**config.mk**
```make
export PLATFORM = sky130hd
export DESIGN_NAME = cache_ahb_burst_ctrl_flat
export DESIGN_NICKNAME = d
export VERILOG_FILES = /design/src/rtl/cache_ahb_burst_ctrl_if.sv /design/src/rtl/cache_ahb_burst_ctrl.sv /design/src/flat_wrapper.sv
export SDC_FILE = /design/constraint.sdc
export NUM_CORES = 1
export LEC_CHECK = 0
export BUFFER_PORTS_ARGS = -buffer_cell sky130_fd_sc_hd__buf_2
export CAP_MARGIN = 20
export CORE_AREA = 5 5 309 311
export DETAILED_ROUTE_END_ITERATION = 8
export DIE_AREA = 0 0 314 316
export GPL_TIMING_DRIVEN = 0
export SYNTH_ARGS = -nofsm -noshare
export SYNTH_HDL_FRONTEND = slang
export SYNTH_SLANG_ARGS = --single-unit
```
**constraint.sdc**
```tcl
create_clock -name clk -period 2.12 [get_ports clk]
set_input_delay 0.318 -clock clk [delete_from_list [all_inputs] [get_ports clk]]
set_output_delay 0.318 -clock clk [all_outputs]
set_load 0.03 [all_outputs]
```
**src/rtl/cache_ahb_burst_ctrl_if.sv**
```systemverilog
// AHB master-side signal bundle for the cache burst controller.
// The master modport drives the address/data phase; the slave modport returns HRDATA/HREADY.
interface cache_ahb_burst_ctrl_if #(
    parameter int PA_BITS = 34,
    parameter int AHBW    = 64
);
    logic [PA_BITS-1:0] HADDR;
    logic [1:0]         HTRANS;
    logic               HWRITE;
    logic [2:0]         HBURST;
    logic [2:0]         HSIZE;
    logic [AHBW-1:0]    HWDATA;
    logic [AHBW-1:0]    HRDATA;
    logic               HREADY;

    modport master (
        output HADDR, HTRANS, HWRITE, HBURST, HSIZE, HWDATA,
        input  HRDATA, HREADY
    );

    modport slave (
        input  HADDR, HTRANS, HWRITE, HBURST, HSIZE, HWDATA,
        output HRDATA, HREADY
    );
endinterface

```
**src/rtl/cache_ahb_burst_ctrl.sv**
```systemverilog
// Cache-line burst controller: one fixed-length incrementing AHB burst per fetch/writeback.
// Handshake: a transfer beat completes on any cycle where HREADY is high; CacheBusAck pulses with the last one.
module cache_ahb_burst_ctrl #(
    parameter int PA_BITS      = 34,
    parameter int AHBW         = 64,
    parameter int LINELEN      = 512,
    parameter int BEATSPERLINE = LINELEN / AHBW,
    parameter int LOGBWPL      = $clog2(BEATSPERLINE)
) (
    input  logic                 clk,
    input  logic                 reset,
    input  logic                 Stall,
    input  logic                 Flush,
    input  logic [1:0]           CacheBusRW,
    input  logic [PA_BITS-1:0]   CacheBusAdr,
    input  logic [AHBW-1:0]      CacheReadDataWord,
    output logic                 CacheBusAck,
    output logic                 SelBusBeat,
    output logic [LOGBWPL-1:0]   BeatCount,
    output logic [LINELEN-1:0]   FetchBuffer,
    output logic                 BusCommitted,
    output logic [1:0]           DebugState,
    cache_ahb_burst_ctrl_if.master ahb
);
    localparam int OFFSET = $clog2(LINELEN / 8);
    localparam logic [LOGBWPL-1:0] LAST_BEAT = LOGBWPL'(BEATSPERLINE - 1);
    localparam logic [2:0] BURST_TYPE = (BEATSPERLINE == 4)  ? 3'b011 :
                                        (BEATSPERLINE == 8)  ? 3'b101 :
                                        (BEATSPERLINE == 16) ? 3'b111 : 3'b001;

    typedef enum logic [1:0] {
        IDLE      = 2'd0,
        FETCH     = 2'd1,
        WRITEBACK = 2'd2,
        DONE      = 2'd3
    } state_t;

    state_t               state, nextState;
    logic [1:0]           htrans;
    logic [LOGBWPL-1:0]   adrBeat;
    logic                 inBurst;
    logic                 unusedAdrBits;

    assign inBurst = (state == FETCH) || (state == WRITEBACK);

    always_ff @(posedge clk) begin
        if (reset) begin
            state       <= IDLE;
            BeatCount   <= '0;
            FetchBuffer <= '0;
        end else begin
            state <= nextState;
            // Last beat wraps BeatCount back to zero since BEATSPERLINE is a power of two.
            if (inBurst && ahb.HREADY) begin
                BeatCount <= BeatCount + LOGBWPL'(1);
                if (state == FETCH) begin
                    for (int k = 0; k < BEATSPERLINE; k++) begin
                        if (BeatCount == LOGBWPL'(k))
                            FetchBuffer[k*AHBW +: AHBW] <= ahb.HRDATA;
                    end
                end
            end
        end
    end

    always_comb begin
        nextState   = state;
        htrans      = 2'b00;
        CacheBusAck = 1'b0;
        case (state)
            IDLE: begin
                if ((CacheBusRW != 2'b00) && !Flush) begin
                    htrans = 2'b10;
                    if (ahb.HREADY)
                        nextState = CacheBusRW[1] ? FETCH : WRITEBACK;
                end
            end
            FETCH, WRITEBACK: begin
                htrans = (BeatCount < LAST_BEAT) ? 2'b11 : 2'b00;
                if (ahb.HREADY && (BeatCount == LAST_BEAT)) begin
                    CacheBusAck = 1'b1;
                    nextState   = DONE;
                end
            end
            DONE: begin
                if (!Stall)
                    nextState = IDLE;
            end
            default: nextState = IDLE;
        endcase
    end

    // Address phase runs one beat ahead of the data phase tracked by BeatCount.
    assign adrBeat = (state == IDLE) ? '0 : BeatCount + LOGBWPL'(1);

    assign ahb.HADDR  = {CacheBusAdr[PA_BITS-1:OFFSET], adrBeat, {(OFFSET-LOGBWPL){1'b0}}};
    assign ahb.HTRANS = htrans;
    assign ahb.HWRITE = (state == IDLE) ? CacheBusRW[0] : (state == WRITEBACK);
    assign ahb.HBURST = BURST_TYPE;
    assign ahb.HSIZE  = 3'($clog2(AHBW / 8));
    assign ahb.HWDATA = (state == WRITEBACK) ? CacheReadDataWord : '0;

    assign SelBusBeat   = (state == WRITEBACK) || ((state == IDLE) && CacheBusRW[0]);
    assign BusCommitted = inBurst;
    assign DebugState   = state;

    assign unusedAdrBits = &{1'b0, CacheBusAdr[OFFSET-1:0]};
endmodule

```
**src/flat_wrapper.sv**
```systemverilog
// flat-port wrapper written by rule: the top's interface ports become plain ports
module cache_ahb_burst_ctrl_flat 
#(
    parameter int PA_BITS      = 34,
    parameter int AHBW         = 64,
    parameter int LINELEN      = 512,
    parameter int BEATSPERLINE = LINELEN / AHBW,
    parameter int LOGBWPL      = $clog2(BEATSPERLINE)
)
  (clk, reset, Stall, Flush, CacheBusRW, CacheBusAdr, CacheReadDataWord, CacheBusAck, SelBusBeat, BeatCount, FetchBuffer, BusCommitted, DebugState, ahb_HADDR, ahb_HTRANS, ahb_HWRITE, ahb_HBURST, ahb_HSIZE, ahb_HWDATA, ahb_HRDATA, ahb_HREADY);
  cache_ahb_burst_ctrl_if #(.PA_BITS(PA_BITS), .AHBW(AHBW)) ahb_i ();
  input  logic clk;
  input  logic reset;
  input  logic Stall;
  input  logic Flush;
  input  logic [1:0] CacheBusRW;
  input  logic [PA_BITS-1:0] CacheBusAdr;
  input  logic [AHBW-1:0] CacheReadDataWord;
  output logic CacheBusAck;
  output logic SelBusBeat;
  output logic [LOGBWPL-1:0] BeatCount;
  output logic [LINELEN-1:0] FetchBuffer;
  output logic BusCommitted;
  output logic [1:0] DebugState;
  output wire logic [$bits(ahb_i.HADDR)-1:0] ahb_HADDR;
  output wire logic [$bits(ahb_i.HTRANS)-1:0] ahb_HTRANS;
  output wire logic [$bits(ahb_i.HWRITE)-1:0] ahb_HWRITE;
  output wire logic [$bits(ahb_i.HBURST)-1:0] ahb_HBURST;
  output wire logic [$bits(ahb_i.HSIZE)-1:0] ahb_HSIZE;
  output wire logic [$bits(ahb_i.HWDATA)-1:0] ahb_HWDATA;
  input wire logic [$bits(ahb_i.HRDATA)-1:0] ahb_HRDATA;
  input wire logic [$bits(ahb_i.HREADY)-1:0] ahb_HREADY;
  assign ahb_HADDR = ahb_i.HADDR;
  assign ahb_HTRANS = ahb_i.HTRANS;
  assign ahb_HWRITE = ahb_i.HWRITE;
  assign ahb_HBURST = ahb_i.HBURST;
  assign ahb_HSIZE = ahb_i.HSIZE;
  assign ahb_HWDATA = ahb_i.HWDATA;
  assign ahb_i.HRDATA = ahb_HRDATA;
  assign ahb_i.HREADY = ahb_HREADY;
  cache_ahb_burst_ctrl #(.PA_BITS(PA_BITS), .AHBW(AHBW), .LINELEN(LINELEN), .BEATSPERLINE(BEATSPERLINE), .LOGBWPL(LOGBWPL)) u_core (.clk(clk), .reset(reset), .Stall(Stall), .Flush(Flush), .CacheBusRW(CacheBusRW), .CacheBusAdr(CacheBusAdr), .CacheReadDataWord(CacheReadDataWord), .CacheBusAck(CacheBusAck), .SelBusBeat(SelBusBeat), .BeatCount(BeatCount), .FetchBuffer(FetchBuffer), .BusCommitted(BusCommitted), .DebugState(DebugState), .ahb(ahb_i));
endmodule
```
==> qor.yml <==
drive_gt1_share_pct: 33.46
antenna_found_initial: 12
setup-violations-final: 72
p_sw_share_pct: 37.72
yosysWarnings: 0
synth_area_um2: 20780
synth_cells: 2551
drc_errors: 0
ys_types: 35
path_depth: 6
htreeDepth: 2
drt-pass1-iter-count: 5
core_um2: 92490
numCtsBuffers: 61
synth_largest_area_cell: "dfxtp_1"
clkSlewWorstSetupHoldPaths_ns: 0.06
r2r_slack_ns: -0.01
cts-root-buf: "clkbuf_16"
crit_fanout: 5
placementRows: 112
io-pin-count: 796
net-switching-power_uw: 11910
skew_ns: 0.01448
fin_crit_ns: 2.312
dieArea_um2: 99220
final_core_util_pct: 32.85
crit_path_frequent_cell: "clkbuf_16"
p_clk_share_pct: 33.6
endpoint: "ahb_HWDATA[8]"
endpoint_kind: "output port"
crit_path_start_kind: "flip-flop"
worstPathArrival_ns: 1.99
critPathSlowestCell: "dfxtp_4"
area_delta_synth_final_pct: 46.25
p_leak_uw: 0.01273
whs_ns: 0.06117
hold_viol: 0
use_met3_pct: 6.528
portBuffers: 751
post-route-period-util_pct: 109.1
wire_per_inst_um: 27.44
wl_mm: 129.1
path_cells: "inv_4, ha_4, clkbuf_16, clkbuf_16, and2_4, buf_6"
die_h_um: 316
slew_violations: 0
slew_headroom_pct: 36.41
synth_seq_cells: 517
critPathKind: "reg2out"
use_met1_pct: 32.67
setup_ws_ns: -0.1919
pre_cts_slack_ns: -1.869
initial_utilization_pct: 22.46
reg2reg_depth: 8
failed_checks: "negative setup slack"
powerDensity_nw_per_um2: 1039
critPathTopFamily: "buffers and inverters"
pwr-share-comb_pct: 34.9
gp_congestion: 0.9600
clockBufferDepth: 3
synthArstFlopShare_pct: 0
ir_drop_uv: 878.6
cts_tree: "done"
synth_ff_type: "dfxtp_1"
dr_total_vias: 23620
n_fill_cell: 9892
min-delay-path-class: "in2reg"
hpwl_mm: 96.46
cp.buffers_inverters: 4
reg2reg_to: "u_core.FetchBuffer[398]$_SDFFE_PP0P_"
max_freq_mhz: 432.6
drtAntennaViolNets: 0
vias_per_cell: 5.021
grt_overflow: 0
nNetsFinal: 3642
grt_usage_pct: 24.33
grt_pass1_vias: 22110
clkLatencyLatePin_ns: 0.66
syn_avg_cell_area_um2: 8.144
drv_cap: 0
grt_max_degree: 17
internal_power_uw: 19670
cts.sinks: 517
tightest_slew_ns: 0.9539
synth_edf_count: 0
synth_top_area_share_pct: 49.82
synth_area_leaders: "dfxtp_1 50%, o21ai_0 13%, a21oi_1 9.3%, nand3_1 7.8%, nor2b_1 3.9%"
total_power_uw: 31580
p_seq_share_pct: 31.5
synth_seq_area_share_pct: 49.82
outcome: "finished, violations left"
grt.met2_usage_pct: 38.48
grt_pass1_wl_mm: 173.4
gr-max-usage-layer: "met2"
r2r_start: "u_core.DebugState[1]$_SDFFE_PP0P_"
dr.first_iter.drc_count: 2325
slowest_delay_ns: 0.36
die_w_um: 314
fin_tns_setup_ns: -5.839
grt_setup_unrepaired: "true"
crit_start: "u_core.DebugState[0]$_SDFFE_PP0P_"
required_ns: 1.80
[registers in the layout (all words and copies together) (netlist names)]
register,flops
u_core.BeatCount,3
u_core.DebugState,2
u_core.FetchBuffer,512
[how the worst min path moves through the flow]
stage	startpoint	to	slack (ns)	depth (start not counted)
CTS	ahb_HRDATA[59]	u_core.FetchBuffer[251]$_SDFFE_PP0P_	0.002	3
floorplan	ahb_HRDATA[0]	u_core.FetchBuffer[192]$_SDFFE_PP0P_	0.45	2
global placement	u_core.FetchBuffer[193]$_SDFFE_PP0P_	u_core.FetchBuffer[193]$_SDFFE_PP0P_	0.44	2
detailed placement	u_core.FetchBuffer[194]$_SDFFE_PP0P_	u_core.FetchBuffer[194]$_SDFFE_PP0P_	0.44	2
finish	ahb_HRDATA[1]	u_core.FetchBuffer[193]$_SDFFE_PP0P_	0.06	3
global route	ahb_HRDATA[1]	u_core.FetchBuffer[257]$_SDFFE_PP0P_	0.04	3
[synth_stat cells (11+ instances only)]
master / instances
a21oi_1: 386
nand3_1: 323
o21ai_1: 39
buf_4: 66
ha_1: 11
nand2b_1: 66
buf_2: 56
nor2b_1: 131
dfxtp_1: 517
and2_1: 66
nand2_1: 133
clkbuf_1: 181
o21ai_0: 538
[cell type report]
type / count / area (um^2) / area share [%]
Tap cell: 1197 / 1498 / 4.929
Clock inverter: 22 / 255.2 / 0.8400
Inverter: 9 / 50.05 / 0.1647
Multi-Input combinational cell: 1727 / 9244 / 30.42
Buffer: 301 / 1854 / 6.103
Antenna cell: 5 / 12.51 / 0.04118
Timing Repair Buffer: 845 / 5418 / 17.83
Sequential cell: 517 / 10370 / 34.12
Clock buffer: 82 / 1685 / 5.547
[tightest hold or removal path, stage by stage]
cell and delay, ns:
buf_2 0.19, nand2_1 0.09, a21oi_1 0.05
[metrics by stage]
step	std cells	cell area (um^2)
after floorplan	2558	20820
after global placement	4506	26070
after detailed placement	4510	26160
after CTS	4693	30100
after global routing	4702	30380
final	4705	30390
[routing by layer]
metal | part of all wire [%] | routed length [um] | up-vias
met4 | 3.0 | 3877 | 2
met5 | 0.010 | 13 | -
met3 | 9.8 | 12650 | 198
met1 | 42 | 54620 | 11570
met2 | 45 | 57940 | 1220
li1 | - | - | 10630
[cell families after synthesis]
| kind of cell | after synthesis | synth area share, % |
|---|---|---|
| AND/OR/NAND/NOR | 731 | 18.50 |
| other | 2 | 0.03615 |
| adder cells (fa/ha/maj) | 11 | 0.6624 |
| flip-flops | 517 | 49.82 |
| XOR/XNOR | 1 | 0.04216 |
| buffers and inverters | 314 | 7.239 |
| AO/OA/AOI/OAI | 974 | 23.65 |
| multiplexers | 1 | 0.05420 |
[cells in the final DEF (no fill, tap or decap), types with 6 or more instances in the layout]
master	count
o21ai_1	39
clkbuf_2	44
buf_4	84
conb_1	9
nand3_1	322
nand2b_1	66
nand2_1	132
buf_6	66
clkbuf_8	8
buf_12	23
dlygate4sd3_1	48
buf_2	719
nor2b_1	130
inv_6	6
clkbuf_1	120
clkbuf_16	68
clkinv_2	8
clkbuf_4	23
dfxtp_1	512
o21ai_0	538
ha_1	6
and2_4	64
buf_8	22
a21oi_1	386
[what timing repair did]
action                                  in CTS  in global routing
hold buffers                                48                  0
resized for setup                          368                145
endpoints found under the setup margin     575                355
hold endpoints to repair                   248                  0
cloned                                       7                  0
pin swaps                                   11                  7
buffers inserted                            25                 12
[power by group through the flow]
stage / registers [uW] / clock network [uW] / logic (uW)
2_1_floorplan: 10300 / 0 / 3990
3_3_place_gp: 10100 / 0 / 8060
3_5_place_dp: 10100 / 0 / 8090
4_1_cts: 9940 / 10800 / 10400
5_1_grt: 9960 / 11100 / 11400
6_report: 9950 / 10600 / 11000
Note: power is estimated with default switching activity, not from simulation.
